File: config.mk
export PLATFORM = sky130hd
export DESIGN_NAME = fir_flow_ctrl
export DESIGN_NICKNAME = d
export VERILOG_FILES = /design/src/rtl/fir_flow_ctrl.sv
export SDC_FILE = /design/constraint.sdc
export NUM_CORES = 1
export LEC_CHECK = 0
export BUFFER_PORTS_ARGS = -buffer_cell sky130_fd_sc_hd__buf_2
export CORE_AREA = 3 3 236 238
export DETAILED_ROUTE_END_ITERATION = 6
export DIE_AREA = 0 0 239 241
export PLACE_DENSITY = 0.48
export SETUP_SLACK_MARGIN = 0.02
export SLEW_MARGIN = 20
export SYNTH_ARGS = -nofsm -noshare
export SYNTH_HDL_FRONTEND = slang
export SYNTH_SLANG_ARGS = --single-unit
File: constraint.sdc
create_clock -name clk -period 3.65 [get_ports clk]
set_clock_uncertainty 0.15 [all_clocks]
set_input_delay 0.365 -clock clk [delete_from_list [all_inputs] [get_ports clk]]
set_output_delay 0.365 -clock clk [all_outputs]
set_load 0.01 [all_outputs]
File: src/rtl/fir_flow_ctrl.sv
// Valid/ready flow controller around a fixed-latency streaming FIR with an output FIFO and credit-based input stall.
// Define FIR_FLOW_FLUSH_EN to zero-flush the filter delay line after s_last and tag the final tail result.
module fir_flow_ctrl #(
    parameter int INPUT_WIDTH  = 16,
    parameter int OUTPUT_WIDTH = 26,
    parameter int NUM_TAPS     = 37,
    parameter int FIR_LATENCY  = 8,
    parameter int FIFO_DEPTH   = 16
) (
    input  logic                    clk,
    input  logic                    rst,
    input  logic                    s_valid,
    output logic                    s_ready,
    input  logic [INPUT_WIDTH-1:0]  s_data,
    input  logic                    s_last,
    output logic                    fir_valid_in,
    output logic [INPUT_WIDTH-1:0]  fir_din,
    input  logic                    fir_valid_out,
    input  logic [OUTPUT_WIDTH-1:0] fir_dout,
    output logic                    m_valid,
    input  logic                    m_ready,
    output logic [OUTPUT_WIDTH-1:0] m_data,
    output logic                    m_last,
    output logic                    busy,
    output logic                    ovf_err
);
    localparam int CW = $clog2(FIFO_DEPTH + 1);
    localparam int AW = $clog2(FIFO_DEPTH);

    typedef enum logic [1:0] {RUN, FLUSH, DRAIN} state_t;

    state_t            state;
    logic [CW-1:0]     inflight, inflight_next;
    logic [CW-1:0]     fifo_count, fifo_count_next;
    logic [CW-1:0]     last_pos;
    logic [AW-1:0]     wr_ptr, rd_ptr;
    logic [OUTPUT_WIDTH:0] mem [FIFO_DEPTH];
    logic [OUTPUT_WIDTH:0] head;
    logic              has_credit, handshake, issue, zero_issue, tag_issue;
    logic              tag_out, pop, full, push_ok, drop;

    // Every result ever issued must already own a FIFO slot, so credit counts in-flight samples too.
    assign has_credit = ({1'b0, fifo_count} + {1'b0, inflight}) < (CW + 1)'(FIFO_DEPTH);
    assign s_ready    = rst && (state == RUN) && has_credit;
    assign handshake  = s_valid && s_ready;
    assign issue      = handshake || zero_issue;

`ifdef FIR_FLOW_FLUSH_EN
    localparam int ZW = $clog2(NUM_TAPS);
    state_t        state_next;
    logic [ZW-1:0] zcnt, zcnt_next;

    // NOTE: every signal driven here gets a default first, so no path leaves a latch behind.
    always_comb begin
        state_next = state;
        zcnt_next  = zcnt;
        zero_issue = 1'b0;
        tag_issue  = 1'b0;
        case (state)
            RUN: begin
                if (handshake && s_last) begin
                    state_next = FLUSH;
                    zcnt_next  = ZW'(NUM_TAPS - 1);
                end
            end
            FLUSH: begin
                if (has_credit) begin
                    zero_issue = 1'b1;
                    zcnt_next  = zcnt - ZW'(1);
                    if (zcnt == ZW'(1)) begin
                        tag_issue  = 1'b1;
                        state_next = DRAIN;
                    end
                end
            end
            DRAIN:   if (inflight == '0) state_next = RUN;
            default: state_next = RUN;
        endcase
    end

    // NOTE: sequential state uses non-blocking assignments so all registers update together.
    always_ff @(posedge clk) begin
        if (!rst) begin
            state <= RUN;
            zcnt  <= '0;
        end else begin
            state <= state_next;
            zcnt  <= zcnt_next;
        end
    end
`else
    assign state      = RUN;
    assign zero_issue = 1'b0;
    assign tag_issue  = handshake && s_last;
`endif

    always_comb begin
        inflight_next = inflight;
        if (issue && !fir_valid_out)      inflight_next = inflight + CW'(1);
        else if (!issue && fir_valid_out) inflight_next = inflight - CW'(1);
    end

    // FIFO with show-ahead head; push and pop may coincide even when full.
    assign tag_out = fir_valid_out && (last_pos == CW'(1));
    assign pop     = m_valid && m_ready;
    assign full    = (fifo_count == CW'(FIFO_DEPTH));
    assign push_ok = fir_valid_out && (!full || pop);
    assign drop    = fir_valid_out && full && !pop;

    always_comb begin
        fifo_count_next = fifo_count;
        if (push_ok && !pop)      fifo_count_next = fifo_count + CW'(1);
        else if (!push_ok && pop) fifo_count_next = fifo_count - CW'(1);
    end

    // NOTE: the storage array has no reset; m_valid qualifies the head and the outputs are gated.
    always_ff @(posedge clk) begin
        if (rst && push_ok) mem[wr_ptr] <= {tag_out, fir_dout};
    end

    always_ff @(posedge clk) begin
        if (!rst) begin
            inflight     <= '0;
            fifo_count   <= '0;
            last_pos     <= '0;
            wr_ptr       <= '0;
            rd_ptr       <= '0;
            fir_valid_in <= 1'b0;
            fir_din      <= '0;
            ovf_err      <= 1'b0;
        end else begin
            inflight     <= inflight_next;
            fifo_count   <= fifo_count_next;
            fir_valid_in <= issue;
            if (issue) fir_din <= zero_issue ? '0 : s_data;
            if (push_ok) wr_ptr <= wr_ptr + AW'(1);
            if (pop)     rd_ptr <= rd_ptr + AW'(1);
            if (drop)    ovf_err <= 1'b1;
            if (tag_issue)                            last_pos <= inflight_next;
            else if (fir_valid_out && last_pos != '0) last_pos <= last_pos - CW'(1);
        end
    end

    assign head    = mem[rd_ptr];
    assign m_valid = (fifo_count != '0);
    assign m_data  = m_valid ? head[OUTPUT_WIDTH-1:0] : '0;
    assign m_last  = m_valid && head[OUTPUT_WIDTH];
    assign busy    = (state != RUN) || (inflight != '0) || (fifo_count != '0);

endmodule

==> results.json <==
{
  "status": "completed",
  "worstReg2RegEnd": "fifo_count[4]",
  "power.density_mw_per_mm2": 668,
  "die_h_um": 241,
  "ios": 96,
  "cts_buffers": 52,
  "p_int_mw": 10.7,
  "drt_pre_antenna_iters": 4,
  "fp.dieW_um": 239,
  "grt_setup_unrepaired": "false",
  "die_area_mm2": 0.0576,
  "peakVddDrop_uv": 379,
  "synth_top_area_share": 0.693,
  "p_seq_frac": 0.431,
  "timing.reg2reg.setup_slack_ps": 730,
  "fin_crit_sh": 0.902,
  "setup_viol": 0,
  "ant_nets": 0,
  "rr_startpoint": "fifo_count[2]",
  "crit_top_cell": "buf_4",
  "crit_path_end_kind": "output port",
  "syn-num-nets": 1001,
  "cts_buffer_depth": 3,
  "diodes": 0,
  "p_leak_nw": 7.14,
  "worst_pin_slew_ps": 971,
  "grt_max_degree": 39,
  "synth.distinct_cells": 51,
  "viasPerCell": 5.00,
  "critPathBufInv": 3,
  "grt_pass1_vias": 9959,
  "yosysWarningCount": 0,
  "critPathMaxStageDelay_ps": 590,
  "synthArstFlopShare": 0,
  "p_switching_mw": 4.04,
  "tns_ps": 0,
  "std_cell_rows": 85,
  "place_congestion": 0.715,
  "cts_root_buf": "clkbuf_16",
  "synthFlopType": "edfxtp_1",
  "worstSkewPairLatency_ps": 570,
  "cts_tree": "yes",
  "hold_viol": 0,
  "holdCritStartpoint": "fir_dout[5]",
  "cts_sinks": 477,
  "fin_util": 0.411,
  "criticalPathCategory": "reg2out",
  "drv_slew": 0,
  "final_common_cell": "edfxtp_1",
  "synth-seq-cells": 477,
  "synth_edf_count": 432,
  "vias": 9173,
  "synth_area_leaders": "edfxtp_1 69%, mux4_2 13%, dfxtp_1 4.8%",
  "min_to": "mem[3][5]",
  "avgRoutedWirePerCell_um": 23.6,
  "cp_top_family": "buffers and inverters",
  "drt-total-wl_um": 43400,
  "avgSynthCellArea_um2": 20.1,
  "post-dp-hpwl_um": 26600,
  "power_frac_comb": 0.225,
  "hold_ws_ps": 41.7,
  "grt_usage": 0.155,
  "synth-seq-area-share": 0.742,
  "route.detailed.drc": 0,
  "max_cap_viol_count": 0,
  "min_path_cells": 1,
  "gr-total-overflow": 0,
  "slew_headroom": 0.352,
  "final_cell_mix": "432 x edfxtp_1, 108 x mux4_2, 95 x buf_2",
  "cp-start-kind": "register",
  "cts.clk_slew.worst_paths_ps": 60,
  "synth_cells": 933,
  "core_area_mm2": 0.0538,
  "io_buffers": 95,
  "ff2ff_path_depth": 11,
  "antenna_found_initial": 0,
  "min-delay-path-class": "in2reg",
  "path_cells": "buf_4, buf_4, mux4_2, mux2i_1, o22ai_1, buf_2",
  "synth_top_area_cell": "edfxtp_1",
  "grt_pass1_wl_um": 65800,
  "finish.net_count": 1167,
  "htreeDepth": 2,
  "max_freq_mhz": 304,
  "switching_share": 0.273,
  "fin_crit_ps": 3290,
  "cp_max_fo": 17,
  "p_clk_frac": 0.344,
  "drt_iter0_drc": 554,
  "arrival_ps": 2780,
  "initial_utilization": 0.348,
  "syn2layout_area_growth_pct": 18.3,
  "drive_gt1_frac": 0.299,
  "crit_slowest_cell": "dfxtp_4",
  "syn_area_mm2": 0.0187,
  "required_ps": 3130
}
-- worst max path at each step --
stage                   from             to  slack, ps  depth (start not counted)
6_report            register      m_data[3]        360                          6
2_1_floorplan  fifo_count[2]  fifo_count[4]        850                         12
3_3_place_gp   fir_valid_out     mem[9][14]        720                          7
5_1_grt             register      m_data[3]         80                          6
3_5_place_dp   fir_valid_out     mem[9][15]        680                          7
4_1_cts             register      m_data[2]        230                          6
-- cell families (layout without fill, tap and decap cells) --
group                    after synthesis  after routing  share of synthesized area
AND/OR/NAND/NOR                      119            119                     0.0339
multiplexers                         167            167                      0.162
buffers and inverters                 59            265                     0.0161
XOR/XNOR                              16             16                    0.00749
adder cells (fa/ha/maj)               20             20                     0.0138
flip-flops                           477            477                      0.742
AO/OA/AOI/OAI                         75             75                     0.0255
-- stage by stage --
stage | total power, mW | worst slack (ps) | instances | cell area, um2
2_1_floorplan | 8.75 | 855 | 933 | 18700
3_3_place_gp | 9.90 | 722 | 1711 | 20200
3_5_place_dp | 9.90 | 678 | 1711 | 20200
4_1_cts | 15.1 | 232 | 1835 | 22100
5_1_grt | 15.6 | 78.8 | 1835 | 22100
6_report | 14.8 | 359 | 1835 | 22100
-- cell type report --
| type | count | area (um2) |
|---|---|---|
| inverters | 12 | 45.0 |
| clock inverters | 29 | 255 |
| clock buffers | 65 | 1390 |
| fillers | 4818 | 31700 |
| repair buffers | 159 | 1130 |
| flip-flops and latches | 477 | 13900 |
| multi-input cells | 397 | 4560 |
| well taps | 696 | 871 |
-- synthesized netlist by cell type, types with 4 or more instances --
master / number
edfxtp_1: 432
mux4_2: 108
mux2i_1: 58
dfxtp_1: 45
nand2_1: 42
a21oi_1: 27
o22ai_1: 27
buf_2: 21
nor2_1: 20
and2_1: 19
ha_1: 19
clkbuf_1: 12
inv_1: 10
xnor2_1: 9
xor2_1: 7
buf_1: 6
buf_6: 6
nand3_1: 6
nor3_1: 6
o21ai_0: 5
nor3b_1: 4
-- power by group through the flow --
stage / logic [mW] / registers [mW] / clock network [mW]
global placement: 3.42 / 6.49 / 0
CTS: 3.44 / 6.38 / 5.25
finish: 3.33 / 6.37 / 5.08
detailed placement: 3.41 / 6.49 / 0
floorplan: 2.39 / 6.36 / 0
global route: 3.65 / 6.41 / 5.49
-- timing repair --
action	in CTS	in global routing
resized for setup	0	0
buffers inserted	0	0
hold endpoints to repair	152	0
hold buffers	30	0
-- flip-flops by register name (all words and copies together) (netlist names), named ones only --
name and count:
fifo_count 5, fir_din 16, fir_valid_in 1, inflight 5, last_pos 5, mem 432, ovf_err 1, rd_ptr 4
wr_ptr 4
-- metal layers --
metal / vias up / routed length (um) / track usage
met5: - / 0 / 0
met1: 4781 / 19000 / 0.206
met2: 195 / 21700 / 0.266
met4: 0 / 767 / 0.0367
met3: 58 / 1920 / 0.0305
li1: 4139 / - / -
Power figures use the tool's default switching activity.
